===== config.mk =====
export PLATFORM = sky130hd
export DESIGN_NAME = counter_prog
export DESIGN_NICKNAME = d
export VERILOG_FILES = /design/src/rtl/counter_prog.sv
export SDC_FILE = /design/constraint.sdc
export NUM_CORES = 1
export LEC_CHECK = 0
export BUFFER_PORTS_ARGS = -buffer_cell sky130_fd_sc_hd__buf_2
export CAP_MARGIN = 25
export CORE_MARGIN = 5
export CORE_UTILIZATION = 50
export CTS_CLUSTER_DIAMETER = 100
export DETAILED_ROUTE_END_ITERATION = 7
export MAX_ROUTING_LAYER = met4
export PLACE_DENSITY = 0.8
export SLEW_MARGIN = 20
export SYNTH_ARGS = -nofsm -noshare
export SYNTH_HDL_FRONTEND = slang
export SYNTH_SLANG_ARGS = --single-unit

===== constraint.sdc =====
create_clock -name clk -period 2.75 [get_ports clk]
set_clock_uncertainty 0.15 [all_clocks]
set_input_delay 0.6875 -clock clk [delete_from_list [all_inputs] [get_ports clk]]
set_output_delay 0.6875 -clock clk [all_outputs]
set_load 0.005 [all_outputs]

===== src/rtl/counter_prog.sv =====
// Parametrised up/down counter with programmable terminal, synchronous load,
// one-cycle reached pulse and sticky done flag. COUNTER_PROG_SATURATE_EN selects saturation.
module counter_prog #(
  parameter int unsigned WIDTH = 8
) (
  input  logic             clk,
  input  logic             rst,
  input  logic             en,
  input  logic             up,
  input  logic             load,
  input  logic [WIDTH-1:0] load_val,
  input  logic [WIDTH-1:0] terminal,
  input  logic             clear_done,
  output logic [WIDTH-1:0] val,
  output logic             reached,
  output logic             done
);

  logic [WIDTH-1:0] step_val;
  logic [WIDTH-1:0] boundary;
  logic [WIDTH-1:0] val_nx;
  logic             reached_nx;
  logic             done_nx;

  // Candidate value for a step in the current direction, including boundary handling
  always_comb begin
    step_val = val;
    boundary = up ? terminal : '0;
    if (up) begin
      if (val < terminal) begin
        step_val = val + WIDTH'(1);
      end else begin
`ifdef COUNTER_PROG_SATURATE_EN
        step_val = val;
`else
        step_val = '0;
`endif
      end
    end else begin
      if (val != '0) begin
        step_val = val - WIDTH'(1);
      end else begin
`ifdef COUNTER_PROG_SATURATE_EN
        step_val = val;
`else
        step_val = terminal;
`endif
      end
    end
  end

  // Load beats enable; a reached set beats clear_done
  always_comb begin
    val_nx     = val;
    reached_nx = 1'b0;
    done_nx    = done & ~clear_done;
    if (load) begin
      val_nx  = load_val;
      done_nx = 1'b0;
    end else if (en) begin
      val_nx     = step_val;
      reached_nx = (step_val == boundary) && (step_val != val);
      if (reached_nx) begin
        done_nx = 1'b1;
      end
    end
  end

  always_ff @(posedge clk or negedge rst) begin
    if (!rst) begin
      val     <= '0;
      reached <= 1'b0;
      done    <= 1'b0;
    end else begin
      val     <= val_nx;
      reached <= reached_nx;
      done    <= done_nx;
    end
  end

endmodule


==> results.py <==
metrics = {
    "sta": {
        "post-route-period-util_pct": 99.1,
        "grt_setup_unrepaired": "true",
        "finalCriticalPeriod_ns": 2.72,
        "timing.setup.tns_ns": 0,
        "maxClockFrequency_mhz": 367,
        "max_slew.worst_pin.slew_ns": 0.586,
        "report.final.slew_viol_count": 0,
        "slew-limit-headroom_pct": 60.5,
        "number_of_setup_violations_in_the_final_report": 0,
        "hold_viol_final": 0,
        "timing.hold.ws_ns": 0.112,
    },
    "cells_and_area": {
        "most-common-layout-cells": "45 x sky130_fd_sc_hd__buf_4, 30 x sky130_fd_sc_hd__buf_2, 20 x sky130_fd_sc_hd__nor2_1",
        "final_layout_size_suffix_gt1_share_pct": 43.6,
        "post_layout_nonfiller_instances": 308,
        "mostFrequentLayoutCell": "sky130_fd_sc_hd__buf_4",
        "fin_nets": 308,
        "area.growth.synth_to_final_pct": 42.4,
        "post-route-cell-area_mm2": 0.00218,
        "final_core_utilization_pct": 72.5,
        "num_antenna_cells": 0,
    },
    "synth": {
        "synthSimpleGateAreaFrac_pct": 24.9,
        "synth_compound_gate_area_share_pct": 28.9,
        "post_synth_num_cell_types": 53,
        "syn_avg_cell_area_um2": 7.35,
        "post_synth_inst_count": 208,
        "netlist_top_cells_area": "sky130_fd_sc_hd__dfrtp_1 16%, sky130_fd_sc_hd__ha_1 8.2%, sky130_fd_sc_hd__xnor2_1 6.9%",
        "share_of_the_synthesized_area_in_the_top_cell_type_pct": 16.4,
        "synth.ff_latch_count": 10,
        "netlist_area_mm2": 0.00153,
        "synth_async_sr_flop_share_pct": 100,
        "synth.yosys.warnings": 0,
        "synth.mux.area_fraction_pct": 2.86,
        "post_synth_fa_ha_maj_area_fraction_pct": 8.18,
        "yosysTopAreaCell": "sky130_fd_sc_hd__dfrtp_1",
        "combinational_family_with_the_most_area_after_synthesis": "compound AO/OA/AOI/OAI gates",
        "synth-edff-count": 0,
        "synthesis.nets": 240,
        "synth-xor-area-share_pct": 9.17,
        "seq_area_frac_synth_pct": 16.4,
        "synth-main-ff-cell": "sky130_fd_sc_hd__dfrtp_1",
    },
    "global_routing": {
        "grt_max_degree": 17,
        "grt_antenna_before_repair": 0,
        "track_usage_pct": 26.1,
        "globalRoute.totalOverflow": 0,
        "first_pass_grt_wire_length_um": 8470,
        "number_of_global_route_vias_before_repair": 1738,
    },
    "critical_path": {
        "worst-path-max-fanout": 6,
        "critical_path.endpoint_type": "flip-flop",
        "crit_required_ns": 2.75,
        "cp_top_family": "compound AO/OA/AOI/OAI gates",
        "cp.buffers_inverters": 3,
        "highest_delay_cell_along_the_critical_path": "sky130_fd_sc_hd__nor4_2",
        "crit-reg2reg-launch": "val[5]",
        "slowest_delay_ns": 0.32,
        "regToRegSetupSlack_ns": 0.05,
        "crit_path_cell_trace": "buf_6 -> inv_12 -> ha_4 -> a211oi_2 -> o21ai_1 -> a211oi_2 -> buf_6 -> a21boi_1 -> o31ai_1 -> nand4_1 -> nor4_2 -> o21ai_1",
        "critPathLaunch": "terminal[2]",
        "critPathKind": "in2reg",
        "timing.critical_path.arrival_ns": 2.73,
        "cp_launch_type": "primary input",
    },
    "floorplanning": {
        "cell_rows": 20,
        "core_area_mm2": 0.00300,
        "die_height_um": 65.3,
        "initial_standard_cell_utilization_of_the_core_pct": 50.9,
        "io_pins": 32,
        "fp.dieArea_mm2": 0.00426,
        "floorplan.die.width_um": 65.3,
    },
    "routing": {
        "route.vias.total": 1879,
        "routed_wire_length_per_instance_um": 17.9,
        "detailedRoute.firstIterationViolations": 169,
        "post_route_ant_nets": 0,
        "post-route-drc-count": 0,
        "routed_wire_length_um": 5520,
        "drt-vias-per-instance": 6.10,
        "total_iterations_of_the_first_detailed_routing_run": 4,
    },
    "placed_design": {
        "placedCellCount": 297,
        "port_buffers": 31,
        "gp_congestion": 1.02,
        "dpl_cell_area_mm2": 0.00202,
        "dp.final_hpwl_um": 4140,
    },
    "power": {
        "cellPowerDensity_mw_per_mm2": 406,
        "power_leakage_nw": 0.973,
        "max-vdd-ir-drop_mv": 0.322,
    },
    "cts": {
        "tritoncts_clock_tree": "yes",
        "worstSkewPairLatency_ns": 0.27,
        "cts_sinks": 10,
        "cts-root-buf": "sky130_fd_sc_hd__clkbuf_4",
        "clkTransAtPathRegs_ns": 0.07,
        "cts_made_buffers": 3,
        "holdBufCountCts": 0,
        "max-clock-path-buffers": 2,
        "clock_tree.htree_level_count": 1,
    },
    "run": {
        "max_cap_violations": 0,
    },
    "hold_path": {
        "timing.hold.worst.class": "in2async",
    },
    "run_status": {
        "outcome": "completed",
    },
}
==> final cells by class <==
type / count / area [um^2]
inverter: 15 / 68.8
multi-input combinational: 167 / 1240
clock buffer: 4 / 36.3
tap: 33 / 41.3
sequential: 10 / 253
fill: 246 / 826
timing repair buffer: 79 / 533
==> cell families (layout without fill, tap and decap cells) <==
logic type      Yosys count  in the layout
compound gates           63             63
xor+xnor                 16             16
fa+ha+maj                10             10
buf+inv                  32             98
flops                    10             10
mux                       4              4
simple gates             73             74
==> metrics by stage <==
stage	setup WS, ns	power, mW
finish	0.0260	0.883
global route	-0.0821	0.943
CTS	0.000250	0.831
detailed placement	-0.368	0.691
global placement	-0.236	0.688
floorplan	-0.0141	0.494
==> metal layers <==
metal / up-vias / share of wire, % / GRT usage (%)
li1: 893 / - / -
met3: 17 / 9.4 / 4.27
met1: 852 / 41 / 34.3
met4: 0 / 2.8 / 7.51
met5: - / 0 / -
met2: 117 / 47 / 41.5
==> final timing paths <==
kind / to / cells after the start
hold reg to reg: done / 2
hold / removal: val[3] / 1
max in group asynchronous: val[5] / 1
min in group clk: done / 2
setup / recovery: done / 12
setup reg to reg: done / 11
==> state kept, by name, summed over array words and instances, names as in the netlist <==
register,cells
val,8
reached,1
done,1
==> cell usage after synthesis (2+ instances only) <==
master and n:
sky130_fd_sc_hd__nor2_1 21, sky130_fd_sc_hd__nand2_1 16, sky130_fd_sc_hd__inv_1 15, sky130_fd_sc_hd__a21oi_1 13, sky130_fd_sc_hd__xnor2_1 12, sky130_fd_sc_hd__clkbuf_1 11
sky130_fd_sc_hd__o21ai_0 11, sky130_fd_sc_hd__dfrtp_1 10, sky130_fd_sc_hd__ha_1 10, sky130_fd_sc_hd__a211oi_1 7, sky130_fd_sc_hd__nor3_1 7, sky130_fd_sc_hd__o31ai_1 6
sky130_fd_sc_hd__and2_1 4, sky130_fd_sc_hd__nand3_1 4, sky130_fd_sc_hd__nor4_1 4, sky130_fd_sc_hd__xor2_1 4, sky130_fd_sc_hd__a31oi_1 3, sky130_fd_sc_hd__a32oi_1 3
sky130_fd_sc_hd__buf_6 3, sky130_fd_sc_hd__mux2_2 3, sky130_fd_sc_hd__nand4_1 3, sky130_fd_sc_hd__a311o_1 2, sky130_fd_sc_hd__nand2b_1 2, sky130_fd_sc_hd__nor3b_1 2
sky130_fd_sc_hd__nor4_2 2, sky130_fd_sc_hd__o2111ai_1 2, sky130_fd_sc_hd__or3b_2 2
==> power by group <==
part	leakage (nW)	internal [mW]	switching, mW	total (mW)
Clock	0.0210	0.0804	0.0526	0.133
Sequential	0.121	0.162	0.0195	0.181
Combinational	0.831	0.274	0.295	0.569
Total	0.973	0.516	0.367	0.883
==> what timing repair did <==
action	4_1_cts	5_1_grt
gates cloned	0	2
endpoints found under the setup margin	2	3
resized for setup	3	18
buffers inserted	0	5
pin swaps	0	4
endpoints found under the hold margin	0	0
(Power assumes the default switching activity.)
